File: src/rtl/s3g_rx_if.sv
// Received byte stream from the UART receiver into the S3G receive framer.
interface s3g_rx_if;
  logic [7:0] rx_data;
  logic       rx_valid;

  modport master (output rx_data, output rx_valid);
  modport slave  (input  rx_data, input  rx_valid);
endinterface

File: src/rtl/s3g_rx.sv
// S3G receive framer: hunts 0xD5, captures length, up to 16 payload bytes and CRC8.
// Optional inter-byte timeout is built when S3G_RX_TIMEOUT_EN is defined.
module s3g_rx #(
  parameter int unsigned TIMEOUT = 100000
) (
  input  logic       clk,
  input  logic       rst,
  s3g_rx_if.slave    rx,
  output logic       packet_rdy,
  output logic       crc_err,
  output logic       len_err,
  output logic       timeout_err,
  output logic       busy,
  output logic [7:0] payload_len,
  output logic [7:0] buf0,
  output logic [7:0] buf1,
  output logic [7:0] buf2,
  output logic [7:0] buf3,
  output logic [7:0] buf4,
  output logic [7:0] buf5,
  output logic [7:0] buf6,
  output logic [7:0] buf7,
  output logic [7:0] buf8,
  output logic [7:0] buf9,
  output logic [7:0] buf10,
  output logic [7:0] buf11,
  output logic [7:0] buf12,
  output logic [7:0] buf13,
  output logic [7:0] buf14,
  output logic [7:0] buf15
);

  localparam logic [7:0] SOF = 8'hD5;

  typedef enum logic [1:0] {S_IDLE, S_LEN, S_DATA, S_CRC} state_t;

  state_t     state, state_nxt;
  logic       busy_nxt, rdy_nxt, crc_err_nxt, len_err_nxt, to_err_nxt;
  logic       ld_len, ld_data, ld_out;
  logic       expire;
  logic [7:0] len_q;
  logic [4:0] byte_cnt;
  logic [7:0] crc;
  logic [7:0] shadow [16];
  logic [7:0] obuf   [16];

  // CRC8, polynomial x^8+x^2+x+1, MSB first (same function as the transmit framer)
  function automatic logic [7:0] next_crc8_d8(input logic [7:0] d, input logic [7:0] c);
    logic [7:0] r;
    r = c ^ d;
    for (int i = 0; i < 8; i++) begin
      r = r[7] ? ({r[6:0], 1'b0} ^ 8'h07) : {r[6:0], 1'b0};
    end
    return r;
  endfunction

`ifdef S3G_RX_TIMEOUT_EN
  localparam logic [31:0] TO_LAST = 32'(TIMEOUT - 1);
  logic [31:0] to_cnt;

  // A byte arriving on the expiry cycle wins over the timeout
  assign expire = (state != S_IDLE) && !rx.rx_valid && (to_cnt == TO_LAST);

  always_ff @(posedge clk or negedge rst) begin
    if (!rst) begin
      to_cnt <= '0;
    end else if (rx.rx_valid || state == S_IDLE || expire) begin
      to_cnt <= '0;
    end else begin
      to_cnt <= to_cnt + 32'd1;
    end
  end
`else
  logic unused_cfg;
  assign unused_cfg = (TIMEOUT == 0);
  assign expire     = 1'b0;
`endif

  always_comb begin
    state_nxt   = state;
    busy_nxt    = busy;
    rdy_nxt     = 1'b0;
    crc_err_nxt = 1'b0;
    len_err_nxt = 1'b0;
    to_err_nxt  = 1'b0;
    ld_len      = 1'b0;
    ld_data     = 1'b0;
    ld_out      = 1'b0;
    case (state)
      S_IDLE: begin
        if (rx.rx_valid && rx.rx_data == SOF) begin
          state_nxt = S_LEN;
          busy_nxt  = 1'b1;
        end
      end
      S_LEN: begin
        if (rx.rx_valid) begin
          ld_len = 1'b1;
          if (rx.rx_data == 8'd0) begin
            state_nxt = S_CRC;
          end else if (rx.rx_data <= 8'd16) begin
            state_nxt = S_DATA;
          end else begin
            len_err_nxt = 1'b1;
            busy_nxt    = 1'b0;
            state_nxt   = S_IDLE;
          end
        end
      end
      S_DATA: begin
        if (rx.rx_valid) begin
          ld_data = 1'b1;
          if ({3'b000, byte_cnt} + 8'd1 == len_q) state_nxt = S_CRC;
        end
      end
      S_CRC: begin
        if (rx.rx_valid) begin
          if (rx.rx_data == crc) begin
            rdy_nxt = 1'b1;
            ld_out  = 1'b1;
          end else begin
            crc_err_nxt = 1'b1;
          end
          busy_nxt  = 1'b0;
          state_nxt = S_IDLE;
        end
      end
      default: begin
        state_nxt = S_IDLE;
        busy_nxt  = 1'b0;
      end
    endcase
    if (expire) begin
      state_nxt  = S_IDLE;
      busy_nxt   = 1'b0;
      to_err_nxt = 1'b1;
    end
  end

  always_ff @(posedge clk or negedge rst) begin
    if (!rst) begin
      state       <= S_IDLE;
      busy        <= 1'b0;
      packet_rdy  <= 1'b0;
      crc_err     <= 1'b0;
      len_err     <= 1'b0;
      timeout_err <= 1'b0;
    end else begin
      state       <= state_nxt;
      busy        <= busy_nxt;
      packet_rdy  <= rdy_nxt;
      crc_err     <= crc_err_nxt;
      len_err     <= len_err_nxt;
      timeout_err <= to_err_nxt;
    end
  end

  // Shadow buffer collects the packet; outputs only change on a CRC-good packet
  always_ff @(posedge clk or negedge rst) begin
    if (!rst) begin
      len_q       <= '0;
      byte_cnt    <= '0;
      crc         <= '0;
      payload_len <= '0;
      for (int i = 0; i < 16; i++) begin
        shadow[i] <= '0;
        obuf[i]   <= '0;
      end
    end else begin
      if (ld_len) begin
        len_q    <= rx.rx_data;
        byte_cnt <= '0;
        crc      <= '0;
        for (int i = 0; i < 16; i++) shadow[i] <= '0;
      end
      if (ld_data) begin
        shadow[byte_cnt[3:0]] <= rx.rx_data;
        crc                   <= next_crc8_d8(rx.rx_data, crc);
        byte_cnt              <= byte_cnt + 5'd1;
      end
      if (ld_out) begin
        payload_len <= len_q;
        for (int i = 0; i < 16; i++) obuf[i] <= shadow[i];
      end
    end
  end

  assign buf0  = obuf[0];
  assign buf1  = obuf[1];
  assign buf2  = obuf[2];
  assign buf3  = obuf[3];
  assign buf4  = obuf[4];
  assign buf5  = obuf[5];
  assign buf6  = obuf[6];
  assign buf7  = obuf[7];
  assign buf8  = obuf[8];
  assign buf9  = obuf[9];
  assign buf10 = obuf[10];
  assign buf11 = obuf[11];
  assign buf12 = obuf[12];
  assign buf13 = obuf[13];
  assign buf14 = obuf[14];
  assign buf15 = obuf[15];

endmodule

File: src/flat_wrapper.sv
// flat-port wrapper written by rule: the top's interface ports become plain ports
module s3g_rx_flat 
#(
  parameter int unsigned TIMEOUT = 100000
)
  (clk, rst, packet_rdy, crc_err, len_err, timeout_err, busy, payload_len, buf0, buf1, buf2, buf3, buf4, buf5, buf6, buf7, buf8, buf9, buf10, buf11, buf12, buf13, buf14, buf15, rx_rx_data, rx_rx_valid);
  s3g_rx_if rx_i ();
  input  logic clk;
  input  logic rst;
  output logic packet_rdy;
  output logic crc_err;
  output logic len_err;
  output logic timeout_err;
  output logic busy;
  output logic [7:0] payload_len;
  output logic [7:0] buf0;
  output logic [7:0] buf1;
  output logic [7:0] buf2;
  output logic [7:0] buf3;
  output logic [7:0] buf4;
  output logic [7:0] buf5;
  output logic [7:0] buf6;
  output logic [7:0] buf7;
  output logic [7:0] buf8;
  output logic [7:0] buf9;
  output logic [7:0] buf10;
  output logic [7:0] buf11;
  output logic [7:0] buf12;
  output logic [7:0] buf13;
  output logic [7:0] buf14;
  output logic [7:0] buf15;
  input wire logic [$bits(rx_i.rx_data)-1:0] rx_rx_data;
  input wire logic [$bits(rx_i.rx_valid)-1:0] rx_rx_valid;
  assign rx_i.rx_data = rx_rx_data;
  assign rx_i.rx_valid = rx_rx_valid;
  s3g_rx #(.TIMEOUT(TIMEOUT)) u_core (.clk(clk), .rst(rst), .rx(rx_i), .packet_rdy(packet_rdy), .crc_err(crc_err), .len_err(len_err), .timeout_err(timeout_err), .busy(busy), .payload_len(payload_len), .buf0(buf0), .buf1(buf1), .buf2(buf2), .buf3(buf3), .buf4(buf4), .buf5(buf5), .buf6(buf6), .buf7(buf7), .buf8(buf8), .buf9(buf9), .buf10(buf10), .buf11(buf11), .buf12(buf12), .buf13(buf13), .buf14(buf14), .buf15(buf15));
endmodule
File: config.mk
export PLATFORM = sky130hd
export DESIGN_NAME = s3g_rx_flat
export DESIGN_NICKNAME = d
export VERILOG_FILES = /design/src/rtl/s3g_rx_if.sv /design/src/rtl/s3g_rx.sv /design/src/flat_wrapper.sv
export SDC_FILE = /design/constraint.sdc
export NUM_CORES = 1
export LEC_CHECK = 0
export ABC_AREA = 1
export CORE_ASPECT_RATIO = 0.9
export CORE_UTILIZATION = 32
export DETAILED_ROUTE_END_ITERATION = 6
export PLACE_DENSITY_LB_ADDON = 0.2
export SLEW_MARGIN = 20
export SYNTH_ARGS = -nofsm -noshare
export SYNTH_HDL_FRONTEND = slang
export SYNTH_SLANG_ARGS = --single-unit
File: constraint.sdc
create_clock -name clk -period 3.2 [get_ports clk]
set_input_delay 0.64 -clock clk [delete_from_list [all_inputs] [get_ports clk]]
set_output_delay 0.64 -clock clk [all_outputs]
set_load 0.05 [all_outputs]
== Word level (Yosys, flattened, before mapping) ==
Index checks and enable logic that the tools add are counted.
Word-level totals
  flip-flop bits (word level): 291
  input port bits: 11
  output and inout bits: 141
  logic and storage cells: 121
Cells by class
  add/subtract/negate cells: 2
  magnitude comparators: 3
  equal/unequal tests: 13
  muxes and demuxes: 44
  bitwise logic cells: 10
  reduce and logical (&&, ||, !) cells: 8
Operators with widths (count)
  $mux W128: 2
  $bwmux W128: 1
  $demux W8 S4: 1
  $mux W3: 8
  $mux W8: 3
  $not A3 Y3: 8
  $mux W1: 18
  $eq A8 B8 Y1: 2
  $mux W2: 7
  $mux W5: 2
  $ne A2 B2 Y1 const B: 5
  $eq A8 B8 Y1 const B: 1
  $le A8 B5 Y1 const B: 1
  $logic_not A8 Y1: 1
  $pmux W2 S4: 1
  $xor A8 B8 Y8: 1
  $add A5 B1 Y6 const B: 1
  $reduce_and A6 Y1: 1
  $add A5 B1 Y5 const B: 1
  $ge A5 B5 Y1 const B: 1
  $lt A5 B1 Y1 const B: 1
  $not A4 Y5: 1
  $reduce_and A5 Y1: 1
  $eq A2 B2 Y1 const B: 2
  7 further kinds: 9

== Depth between registers and ports, before layout ==
  depth in word-level cells: 18
  mapped depth: 11
  gate-level depth less buffers: 11

== Worst setup path after synthesis ==
No wires, ideal clock.
  kind: input -> register
  from: input port rx_rx_data[6]
  to: register u_core.obuf (netlist bit u_core.buf0[0])
  setup time: 118 ps
  arrival time: 1945 ps
  data required time: 3082 ps
  path slack: 1137 ps
  cell stages on the path: 9
  path buffers: 2
  cell sequence: xnor2_1 -> ha_1 -> nand3_1 -> nor2_2 -> nand3_2 -> buf_2 -> buf_2 -> nand2_1 -> nand2_1
Between the ends
  word-level cells in the longest chain between the ends: 4
RTL lines
  from (decl): line flat_wrapper.sv:32  | input wire logic [$bits(rx_i.rx_data)-1:0] rx_rx_data;
  $eq A8 B8 Y1: line s3g_rx.sv:118  | if (rx.rx_data == crc) begin
  $mux W1: line s3g_rx.sv:118
  $mux W1: line s3g_rx.sv:117  | if (rx.rx_valid) begin
  $mux W1: line s3g_rx.sv:89  | case (state)
  to (signal, indexed assignment): line s3g_rx.sv:167  | obuf[i] <= '0;
  to (decl): line s3g_rx.sv:45  | logic [7:0] obuf [16];
Every way passes these cells.
A chain may end at the register's enable or synchronous reset.

== Worst setup path after layout ==
  from: register u_core.obuf (netlist bit u_core.buf9[7])
  to: output port buf9[7]
RTL lines
  to (decl): line flat_wrapper.sv:25  | output logic [7:0] buf9;
No word-level cell between the ends.

==> metrics.txt <==
final std cells w/o fill 1872; Rel. slew slack 45.6%; hold buffers post-CTS 0; first-pass GRT wire length 50400 um; CP endpoint kind output port; Placed Instances 1816; Worst Setup SP u_core.buf9[7]; vias in the first global route 8545; layout cells sized above 1 6.49%; largest net degree at the start of global routing 113; Final TNS setup 0 ns; part of the cycle the worst path needs 76.2%; antenna violations before repair 0; die area 0.0368 mm^2; Largest Register u_core.shadow; clk_skew 0.0159 ns; crit-path leading delay family buffers and inverters; total leakage power 0.00716 uW; worst reg-to-reg path cell count 8; post-synth design cell area 0.0115 mm^2; Crit Path Max Fanout 2; FF-to-FF Start u_core.crc[5]; average routed wire per standard cell 16.8 um; dominant cell type by area after synthesis dfrtp_1; io pins 152; chip width 202 um; Post-synth top flop dfrtp_1; clk_lat worst skew 0.55 ns; clock-pin transition on the worst setup and hold timing paths 0.06 ns; Hold Path Class primary input to async pin; vias 8803; Remaining DRCs 0; Finish-stage setup viols 0; initial DRC count 639; # diodes 0; share of flip-flops with an asynchronous set or reset 100%; detailed placement HPWL 19600 um; cell depth of the worst setup path 1; crit path DAT 1.80 ns; register area share after synthesis 63.2%; Final Hold Viols 0; Post-synth EDFFs 0; max reg flops 128; crit-path max cell delay 0.83 ns; synthesized area per cell 9.31 um^2; final hold slack 0.139 ns; post-synthesis cell count 1238; GRT Overall Usage 17.3%; Period minus WS final 2.44 ns; post-route ant nets 0; # clock sinks 291; met2 Usage GRT 26.6%; Core ar. 0.0353 mm^2; GR Util met3 2.24%; Placement Setup Slack 0.231 ns; Final nets 1398; Post-synth top cells nand2_1 (478), dfrtp_1 (291), nand3_1 (141); Required @ worst endpoint 2.56 ns; VDD IR-drop max 372 uV; Pins Over Slew Limit 0; Pwr per Cell Area 590 mW/mm^2; M1 GR Usage 26.0%; Ys Warns 0; PnR worst setup slack 0.761 ns; Die Y 182 um; PortBufs 150; setup bufs post-CTS 0; CTS H-tree lvls 1; CTS tree yes; final RePlAce weighted congestion 0.775; unrepaired setup endpoints after global routing no; Synthesized Nets 1256; area grow syn2layout 26.7%; flops & latches, synth 291; Overall Power 8620 uW; clk buf depth 3; vias per cell 4.70; Synth top area share 63.2%; Slew @ Worst Pin 0.816 ns; Initial Util 32.6%; CTS resizes 0; gr busiest metal met2; CP max stage cell clkdlybuf4s50_1; crit path launch type flip-flop; status completed; most frequent cell after synthesis nand2_1; Max Cap Viol 0; post-synthesis cell type count 27; router iterations before antenna repair 5; CTS Buf Count 31; highest clock rate 410 MHz; WL final 31400 um; GRT overflow 0; CP Buf/Inv Count 1; CP Class flip-flop to output port; root buf cell clkbuf_16; Rows 65; top cells by area, synth dfrtp_1 (63%), nand2_1 (16%), nand3_1 (6.1%); crit path cell chain clkdlybuf4s50_1
## area by class of cell
cell class | instances | area [um^2]
sequential | 291 | 7280
clock inverter | 10 | 153
inverter | 45 | 174
clock buffer | 46 | 912
multi-input combinational | 832 | 3690
timing repair buffer | 179 | 1800
tap | 469 | 587
fill | 3558 | 20700
## layer usage
layer | share of wire, % | routed length (um)
met4 | 2.0 | 620
met3 | 3.9 | 1240
met2 | 45 | 14000
met5 | 0 | 0
met1 | 50 | 15500
## worst reg2reg max path: stages (launching register included)
cell and delay (ns):
dfrtp_1 0.39, xnor2_1 0.31, ha_1 0.21, nand3_1 0.08, nor2_2 0.18, nand3_4 0.11
buf_4 0.37, nand2_1 0.25, nand2_1 0.06
## placed cells by master (no fill, tap or decap), drive strengths merged, types with 5 or more instances in the layout
master	n
dfrtp	291
buf	30
ha	7
o21ai	154
clkinv	7
clkbuf	46
nor2	18
nand3	142
clkdlybuf4s50	149
inv	43
xor2	5
nand2	479
xnor2	8
## cells by family after synthesis
kind of cell | Yosys count | synth area share [%]
other cells | 1 | 0.0325
flops | 291 | 63.2
xor+xnor | 13 | 0.988
fa+ha+maj | 7 | 0.760
compound gates | 164 | 7.23
simple gates | 647 | 23.0
buf+inv | 115 | 4.80
## path summary, 6_finish.rpt
check | slack [ns] | end
worst max register to register | 1.12 | u_core.buf5[2]
max in group asynchronous | 2.22 | u_core.shadow[22]
worst min-delay path | 0.14 | u_core.buf7[2]
worst max-delay path | 0.76 | buf9[7]
min in group clk | 0.46 | u_core.buf10[5]
worst min register to register | 0.46 | u_core.buf10[5]
## metrics by stage
stage / instance area (um^2) / utilization [%]
after detailed placement: 13500 / 38.4
final: 14600 / 41.4
after global routing: 14600 / 41.4
after global placement: 13500 / 38.4
after CTS: 14600 / 41.4
after floorplan: 11500 / -
## power by group
part | leakage [uW] | switching [uW] | internal (uW) | total, uW
registers | 0.00404 | 118 | 3850 | 3970
clock network | 0.000524 | 1450 | 2280 | 3730
logic | 0.00259 | 628 | 292 | 920
total | 0.00716 | 2200 | 6420 | 8620
No activity file was read; power rests on OpenSTA's default activity.
